<file path="src/rtl/load_store_unit.sv">
// Load/store unit: sequences byte, halfword and word accesses
// onto a word-wide data memory with read-modify-write for sub-word stores.
module load_store_unit #(
  parameter int MEM_BYTES = 1024
) (
  input  logic        clk,
  input  logic        reset,
  input  logic        req_valid,
  input  logic        req_write,
  input  logic [1:0]  req_size,
  input  logic        req_unsigned,
  input  logic [31:0] req_addr,
  input  logic [31:0] req_wdata,
  output logic        busy,
  output logic        resp_valid,
  output logic        resp_err,
  output logic [31:0] resp_rdata,
  output logic        mem_read,
  output logic        mem_write,
  output logic [31:0] mem_addr,
  output logic [31:0] mem_wdata,
  input  logic [31:0] mem_rdata
);

  localparam logic [31:0] LP_LIMIT = 32'(MEM_BYTES);

  typedef enum logic [2:0] {
    IDLE,
    RD,
    CAP,
    WR,
    RESP
  } state_t;

  state_t      r_state;
  state_t      w_next;

  logic        r_write;
  logic [1:0]  r_size;
  logic        r_uns;
  logic [1:0]  r_off;
  logic [15:0] r_wdata;
  logic [31:0] r_mem_addr;
  logic [31:0] r_mem_wdata;
  logic        r_resp_err;
  logic [31:0] r_resp_rdata;

  logic        w_bad;
  logic        w_accept;
  logic        w_word_st;
  logic [7:0]  w_byte;
  logic [15:0] w_half;
  logic [31:0] w_ext;
  logic [31:0] w_merge;

  assign w_accept  = (r_state == IDLE) && req_valid;
  assign w_word_st = req_write && (req_size == 2'b10);

  // Classify the incoming request: bad size, misalignment or out of range.
  always_comb begin
    w_bad = 1'b0;
    unique case (req_size)
      2'b00:   w_bad = 1'b0;
      2'b01:   w_bad = req_addr[0];
      2'b10:   w_bad = |req_addr[1:0];
      default: w_bad = 1'b1;
    endcase
    if (req_addr >= LP_LIMIT) begin
      w_bad = 1'b1;
    end
  end

  // Pick the addressed lane out of the returned word and extend it.
  always_comb begin
    w_byte = mem_rdata[{r_off, 3'b000} +: 8];
    w_half = r_off[1] ? mem_rdata[31:16] : mem_rdata[15:0];
    w_ext  = mem_rdata;
    unique case (r_size)
      2'b00:   w_ext = {{24{~r_uns & w_byte[7]}}, w_byte};
      2'b01:   w_ext = {{16{~r_uns & w_half[15]}}, w_half};
      default: w_ext = mem_rdata;
    endcase
  end

  // Overlay the store lanes onto the word read back from memory.
  always_comb begin
    w_merge = mem_rdata;
    if (r_size == 2'b00) begin
      w_merge[{r_off, 3'b000} +: 8] = r_wdata[7:0];
    end else begin
      w_merge[{r_off[1], 4'b0000} +: 16] = r_wdata;
    end
  end

  // Next-state decode for the access sequencer.
  always_comb begin
    w_next = r_state;
    unique case (r_state)
      IDLE: begin
        if (req_valid) begin
          if (w_bad) begin
            w_next = RESP;
          end else if (w_word_st) begin
            w_next = WR;
          end else begin
            w_next = RD;
          end
        end
      end
      RD:      w_next = CAP;
      CAP:     w_next = r_write ? WR : RESP;
      WR:      w_next = RESP;
      RESP:    w_next = IDLE;
      default: w_next = IDLE;
    endcase
  end

  // State register.
  always_ff @(posedge clk) begin
    if (reset) begin
      r_state <= IDLE;
    end else begin
      r_state <= w_next;
    end
  end

  // Request latch, store-word build and response registers.
  always_ff @(posedge clk) begin
    if (reset) begin
      r_write      <= 1'b0;
      r_size       <= 2'b00;
      r_uns        <= 1'b0;
      r_off        <= 2'b00;
      r_wdata      <= '0;
      r_mem_addr   <= '0;
      r_mem_wdata  <= '0;
      r_resp_err   <= 1'b0;
      r_resp_rdata <= '0;
    end else begin
      if (w_accept) begin
        r_write    <= req_write;
        r_size     <= req_size;
        r_uns      <= req_unsigned;
        r_off      <= req_addr[1:0];
        r_wdata    <= req_wdata[15:0];
        r_mem_addr <= {req_addr[31:2], 2'b00};
        if (!w_bad && w_word_st) begin
          r_mem_wdata <= req_wdata;
        end
      end
      if (r_state == CAP && r_write) begin
        r_mem_wdata <= w_merge;
      end
      // Response fields only change on entry to RESP so they hold between.
      if (w_next == RESP && r_state != RESP) begin
        r_resp_err   <= (r_state == IDLE) ? w_bad : 1'b0;
        r_resp_rdata <= (r_state == CAP && !r_write) ? w_ext : 32'h0;
      end
    end
  end

  assign busy       = (r_state != IDLE);
  assign resp_valid = (r_state == RESP) & ~reset;
  assign resp_err   = r_resp_err;
  assign resp_rdata = r_resp_rdata;
  assign mem_read   = (r_state == RD) & ~reset;
  assign mem_write  = (r_state == WR) & ~reset;
  assign mem_addr   = r_mem_addr;
  assign mem_wdata  = r_mem_wdata;

endmodule

</file>
<file path="config.mk">
export PLATFORM = sky130hd
export DESIGN_NAME = load_store_unit
export DESIGN_NICKNAME = d
export VERILOG_FILES = /design/src/rtl/load_store_unit.sv
export SDC_FILE = /design/constraint.sdc
export NUM_CORES = 1
export LEC_CHECK = 0
export CAP_MARGIN = 25
export CORE_ASPECT_RATIO = 1.5
export CORE_MARGIN = 5
export CORE_UTILIZATION = 46
export DETAILED_ROUTE_END_ITERATION = 7
export PLACE_DENSITY = 0.8
export SYNTH_ARGS = -nofsm -noshare
export SYNTH_HDL_FRONTEND = slang
export SYNTH_SLANG_ARGS = --single-unit
</file>
<file path="constraint.sdc">
create_clock -name clk -period 2.6 [get_ports clk]
set_input_delay 0.52 -clock clk [delete_from_list [all_inputs] [get_ports clk]]
set_output_delay 0.52 -clock clk [all_outputs]
set_load 0.005 [all_outputs]
</file>
* Yosys cells after proc, flatten, opt, wreduce, memory -nomap -nowiden *
Index checks and enable logic that the tools add are counted.

cells by class
  multipliers = 0
  bitwise operators = 7
  reductions and logical operators = 16
  mux-type cells = 17
  add/sub/neg operators = 2
  shift operators = 5
  equality and inequality tests = 9
  magnitude comparators = 1
  divide/modulo/power cells = 0

operators by type and width
  operator                   number
  $mux W32                   5
  $bwmux W32                 2
  $pmux W32 S2               1
  $ge A32 B11 Y1 const B     1
  $shift A16 B7 Y32 const A  1
  $shift A8 B7 Y32 const A   1
  $shiftx A16 B7 Y32         1
  $shiftx A32 B6 Y8          1
  $shiftx A8 B7 Y32          1
  $mux W16                   1
  $neg A5 Y7                 2
  $pmux W3 S4                1
  $mux W3                    3
  $eq A3 B2 Y1 const B       2
  $eq A3 B3 Y1 const B       2
  $logic_and A1 B1 Y1        6
  $and A1 B1 Y1              5
  $eq A2 B1 Y1 const B       2
  $logic_not A2 Y1           2
  $reduce_bool A2 Y1         2
  $eq A3 B1 Y1 const B       1
  $logic_not A3 Y1           1
  $ne A3 B3 Y1 const B       1
  $pmux W1 S3                1
  8 further kinds            11

storage, ports and cells
  output and inout bits = 101
  latch bits = 0
  RAM bits = 0
  word-level logic and storage cells = 67
  memories kept = 0
  register bits after elaboration = 120
  ROM bits = 0
  input bits = 103

* Longest topological paths before layout *
  depth after elaboration = 8
  depth in mapped cells = 9
  mapped depth without buffers = 7

* Worst setup path before layout *
No wires, ideal clock.

  path kind = input port to output port
  from = input port reset
  to = output port mem_read
  arrival time = 1.687 ns
  setup slack = 0.393 ns
  path buffers = 4
  stages = 5
  data required time = 2.080 ns
  cell sequence = clkbuf_1 -> clkbuf_1 -> clkbuf_1 -> buf_1 -> nor2_1

between the ends
  cells in the longest elaborated chain, start to end = 2

ends and longest elaborated chain
  element             RTL line  text
  start: declaration  7         input logic reset,
  $not A1 Y1          166       assign mem_read = (r_state == RD) & ~reset;
  $and A1 B1 Y1       166
  end: declaration    18        output logic mem_read,

Every way passes these cells.

* Worst setup path after layout *
  from = register r_state[0]
  to = output port mem_read

between the ends
  cells in the longest elaborated chain, start to end = 2

ends and longest elaborated chain
  element                   RTL line  text
  start: declaration        35        state_t r_state;
  start signal: assignment  123       r_state <= w_next;
  $eq A3 B1 Y1              166
  $and A1 B1 Y1             166

Every way passes these cells.

==> results.sh <==
export IMPL_whs_endpoint="r_write"
export IMPL_r2r_slack_ns=0.43
export IMPL_crit_path_start_kind="flip-flop"
export IMPL_combPwrFrac_pct=13.8
export IMPL_crit_family="buffers and inverters"
export IMPL_hold_viol=0
export IMPL_hp_start="reset"
export IMPL_dr_pass1_iters=5
export IMPL_wl_per_cell_microns=18.7
export IMPL_ys_seq_area_share_pct=39.4
export IMPL_design_core_area_sq_um=13000
export IMPL_fin_util_pct=68.2
export IMPL_drt_iter0_drc=392
export IMPL_cp_slowest_cell="clkdlybuf4s50_1"
export IMPL_setup_viol_count_final=0
export IMPL_synth_cells=727
export IMPL_dieHeight_microns=151
export IMPL_via_per_inst=5.64
export IMPL_p_sw_share_pct=24.7
export IMPL_yosysWarnings=0
export IMPL_max_slew_margin_pct=46.3
export IMPL_syn_area_sq_um=6090
export IMPL_seq_power_share_pct=39.9
export IMPL_critPathRequiredTime_ns=2.08
export IMPL_clock_path_buffers=2
export IMPL_rsz0062_at_grt="false"
export IMPL_clkPwrFrac_pct=46.2
export IMPL_synth_area_leaders="dfxtp_1, nand2_1, a21oi_1"
export IMPL_grt_max_degree=74
export IMPL_whs_ns=0.353
export IMPL_cts_hold_fix_buffers=0
export IMPL_crit_type="reg2out"
export IMPL_nNetsFinal=1024
export IMPL_r2r_end="mem_wdata[6]"
export IMPL_synth_area_leader_cell="dfxtp_1"
export IMPL_syn_to_final_growth_pct=45.7
export IMPL_die_x_microns=104
export IMPL_p_int_mw=3.65
export IMPL_max_freq_mhz=402
export IMPL_min_period_ns=2.49
export IMPL_final_common_cell="clkdlybuf4s50_1"
export IMPL_post_route_drc_count=0
export IMPL_p_leak_nw=3.48
export IMPL_dpl_cell_count=1056
export IMPL_ant_nets=0
export IMPL_period_share_pct=95.6
export IMPL_crit_fanout=5
export IMPL_cts_max_level=4
export IMPL_antenna_found_initial=0
export IMPL_cts_tree="yes"
export IMPL_root_buffer="clkbuf_16"
export IMPL_numPortBuffers=201
export IMPL_drive_gt1_share_pct=10.3
export IMPL_worstSkewPairLatency_ns=0.41
export IMPL_p_total_mw=4.84
export IMPL_layout_common_cells="clkdlybuf4s50_1, nand2_1, dfxtp_1, a21oi_1, nor2_1"
export IMPL_synth_top_area_share_pct=39.4
export IMPL_cp_num_buf_inv=2
export IMPL_routed_wl_microns=20300
export IMPL_ios=204
export IMPL_ys_ff_latch=120
export IMPL_clock_sinks=120
export IMPL_postCtsResizedCells=0
export IMPL_cts_buffers=17
export IMPL_end_kind="output port"
export IMPL_hpwl_microns=15000
export IMPL_syn_avg_cell_area_sq_um=8.38
export IMPL_grt_usage_pct=24.8
export IMPL_vias=6136
export IMPL_rows=51
export IMPL_worst_slew_pin_transition_ns=0.806
export IMPL_clk_pin_slew_ns=0.05
export IMPL_power_density_nw_per_um2=545
export IMPL_timing_rr_start="r_state[0]"
export IMPL_ir_drop_mv=0.431
export IMPL_reg2reg_depth=5
export IMPL_status="complete, no violations"
export IMPL_synth_distinct_cells=50
export IMPL_diodes=0
export IMPL_overflow=0
export IMPL_critPathArrivalTime_ns=1.97
export IMPL_layout_cells_non_filler=1087
export IMPL_fill_cells=1059
export IMPL_min_path_cells=2
export IMPL_cp_cell_sequence="inv_1, or3_1, nor2_1, clkdlybuf4s50_1"
export IMPL_grt_pass1_wl_microns=31000
export IMPL_slew_violations=0
export IMPL_gp_congestion=0.873
export IMPL_skew_ns=0.00594
export IMPL_post_cts_buffers=0
export IMPL_switchingPower_mw=1.19
export IMPL_die_area_sq_um=15700
export IMPL_slowest_delay_ns=0.52
export IMPL_hold_path_class="in2reg"
export IMPL_grt_pass1_vias=6022
export IMPL_maxCapViolCount=0
export IMPL_initial_utilization_pct=46.8
-- cells in the mapped netlist (all sizes together) --
master	number
nand3	3
ha	5
a22o	16
nor4b	1
clkbuf	36
o21ba	1
and2	1
nor4bb	1
or3	3
nor4	6
nor2b	33
o21ai	21
mux2	40
dfxtp	120
a221oi	32
o2bb2ai	8
o32ai	1
nand3b	1
inv	12
nor2	43
a211o	16
a211oi	1
conb	1
mux2i	19
a21boi	1
a31oi	5
and4b	1
a21o	8
and3	1
o21a	3
nand4	1
nand2	134
a21oi	91
buf	23
nand2b	13
nor3	24
or2	1
-- stage by stage --
step / setup TNS (ns) / setup slack, ns / instance area [sq um]
6_report: 0 / 0.113 / 8880
5_1_grt: 0 / 0.0159 / 8880
4_1_cts: 0 / 0.0993 / 8880
3_5_place_dp: -1.76 / -0.0636 / 8310
3_3_place_gp: -0.304 / -0.0163 / 8310
2_1_floorplan: 0 / 0.393 / 6100
-- metal layers --
metal	part of all wire, %	vias up	global-route usage, %
li1	-	2947	-
met1	37	2854	25.9
met2	50	281	44.8
met3	7.9	54	7.51
met4	4.7	0	12.9
met5	0	-	0
-- cells by family (layout without fill, tap and decap cells) --
kind of cell,after synthesis,after routing,share of synthesized area [%]
other cells,1,2,0.0615
compound gates,204,204,22.4
simple gates,267,267,20.2
fa+ha+maj,5,5,1.03
mux,59,59,11.7
flops,120,120,39.4
buf+inv,71,271,5.21
-- worst max path at each step --
| stage | from | to | depth (start not counted) |
|---|---|---|---|
| 6_report | r_state[0] | mem_read | 4 |
| 5_1_grt | r_state[0] | mem_read | 4 |
| 4_1_cts | r_state[0] | mem_read | 4 |
| 3_5_place_dp | req_addr[27] | mem_wdata[17] | 8 |
| 3_3_place_gp | req_addr[27] | mem_wdata[19] | 8 |
| 2_1_floorplan | reset | mem_read | 5 |
-- flip-flops by register name, summed over array words and instances, names as in the netlist --
name,flops
mem_wdata,32
resp_rdata,32
mem_addr,30
r_wdata,16
r_state,3
r_off,2
r_size,2
r_uns,1
r_write,1
resp_err,1
-- power groups by stage --
| stage | clock network (mW) | logic [mW] | registers, mW |
|---|---|---|---|
| after floorplan | 0 | 0.322 | 1.96 |
| after global placement | 0 | 0.656 | 1.97 |
| after detailed placement | 0 | 0.661 | 1.97 |
| after CTS | 2.27 | 0.666 | 1.93 |
| after global routing | 2.36 | 0.726 | 1.94 |
| final | 2.24 | 0.670 | 1.93 |
-- layout make-up --
| class | count | area (sq um) | share of cell area (%) |
|---|---|---|---|
| clock buffers | 23 | 498 | 5.61 |
| inverters | 12 | 45.0 | 0.507 |
| well taps | 159 | 199 | 2.24 |
| flip-flops and latches | 120 | 2400 | 27.1 |
| repair buffers | 228 | 2270 | 25.6 |
| clock inverters | 8 | 70.1 | 0.789 |
| multi-input cells | 537 | 3390 | 38.2 |
-- worst register-to-register path, stage by stage (launching register included) --
cell,delay [ns]
dfxtp_1,0.36
nor2_1,0.15
nand3_1,0.54
a221oi_1,0.61
nor3_1,0.10
mux2_1,0.30
Power figures use the tool's default switching activity.
==> variant: new RTL, same settings <==
Re-encode `state_t` (5 states) as one-hot, 5 bits wide.
--- a/src/rtl/load_store_unit.sv
+++ b/src/rtl/load_store_unit.sv
@@ -25,10 +25,10 @@
   localparam logic [31:0] LP_LIMIT = 32'(MEM_BYTES);
 
-  typedef enum logic [2:0] {
-    IDLE,
-    RD,
-    CAP,
-    WR,
-    RESP
+  typedef enum logic [4:0] {
+    IDLE = 5'b00001,
+    RD   = 5'b00010,
+    CAP  = 5'b00100,
+    WR   = 5'b01000,
+    RESP = 5'b10000
   } state_t;
 
Behaviour: same outputs for any inputs over 4 cycles, from zero or initial values and one cycle with reset high; so few cycles prove little.
==> variant against the original RTL <==
Power is 9.1% higher. Synthesized area is 2.0% lower. Worst setup slack got worse by 0.044 ns. Core utilization increased by 1.7 points. Sequential cell count up 2. Critical endpoint is now resp_valid. Routed wire length rose by 10%. Final area increased by 1.4%. Worst hold slack gained 0.10 ns.
==> variant: results (changes against the original RTL) <==
grt_max_degree: 63  # -15%
status: "complete, no violations"
ff2ff_path_depth: 5  # unchanged
wl_per_cell_um: 20.6  # +10%
first_pass_iters: 7  # +2
grt_pass1_vias: 6683  # +11%
crit_end: "resp_valid"
reg2reg_from: "r_size[0]"
synthTopCellsByArea: "dfxtp_1 41%, nand2_1 9.2%, a21oi_1 5.8%"
ys_seq_area_frac: 0.409  # +0.0148
num-nonclk-buffers: 249  # +9.2%
fillCellCount: 1032  # -2.5%
whs_ns: 0.457  # +0.104 ns
synthTopCellsByCount: "146 x nand2_1, 122 x dfxtp_1, 69 x a21oi_1, 47 x o21ai_0, 43 x clkbuf_1"
seq_share: 0.271  # +0.000469
min_to: "mem_addr[4]"
n_all_inverters: 7  # -5
signal_buffer_area_fraction: 0.273  # +0.0164
track_usage: 0.288  # +0.0397
cts.sinks: 122  # +1.7%
r2r_end: "mem_wdata[15]"
clkbuf_count: 18  # -22%
clock_skew_ns: 0.0127  # +0.00672 ns
p_leak_nw: 3.37  # -3.2%
ctsResizeCount: 3  # +3
grt_pass1_wl_mm: 34.2  # +10%
synth_cell_type_count: 59  # +18%
rrSetupSlack_ns: 0.21  # -0.22 ns
post-place-ws_ns: -0.560  # -0.496 ns
crit_start: "r_state[1]"
multi_input_gates: 519  # -3.4%
arrival_ns: 2.01  # +0.04 ns
relSlewSlack: 0.521  # +0.0588
dpl_cell_area_mm2: 0.00833  # +0.24%
ir_drop_mv: 0.461  # +6.9%
max_stage_delay_ns: 0.57  # +0.05 ns
vias: 6464  # +5.3%
clkCellAreaFrac: 0.0675  # +0.00354
first_iter_violations: 431  # +9.9%
fmax_mhz: 395  # -1.7%
synth_area_per_cell_um2: 8.41  # +0.33%
hp-class: "reg2reg"
postLayoutCoreUtil: 0.699  # +0.0167
cp_max_fo: 7  # +2
drive_gt1_frac: 0.139  # +0.0354
dp.final_hpwl_mm: 16.8  # +12%
multi_input_area_share: 0.364  # -0.0179
hold_start: "mem_addr[4]"
instances_no_fill: 1088  # +0.092%
critPathTopFamily: "simple AND/OR/NAND/NOR gates"
antenna_cells: 0  # unchanged
p_per_area_mw_per_mm2: 586  # +7.5%
-- variant: kinds of logic (layout without fill, tap and decap cells) --
family,Yosys count,after routing,synth area share
flip-flops,122,122,0.409
AO/OA/AOI/OAI,257,257,0.317
other,1,2,0.000628
adder cells (fa/ha/maj),5,5,0.0105
multiplexers,10,10,0.0205
AND/OR/NAND/NOR,245,245,0.190
buffers and inverters,70,288,0.0520
-- variant: per-layer routing --
| layer | share of wire | GRT usage | routed length, um | vias to the layer above |
|---|---|---|---|---|
| met1 | 0.35 | 0.301 | 7840 | 3055 |
| met3 | 0.084 | 0.0826 | 1890 | 70 |
| met4 | 0.049 | 0.148 | 1100 | 0 |
| li1 | - | - | - | 3030 |
| met5 | 0 | 0 | 0 | - |
| met2 | 0.52 | 0.511 | 11500 | 309 |
-- variant: power breakdown --
group / total [mW] / internal (mW) / leakage, nW / switching (mW)
combinational: 0.834 / 0.399 / 2.08 / 0.435
sequential: 2.00 / 1.94 / 0.991 / 0.0661
clock: 2.44 / 1.54 / 0.297 / 0.909
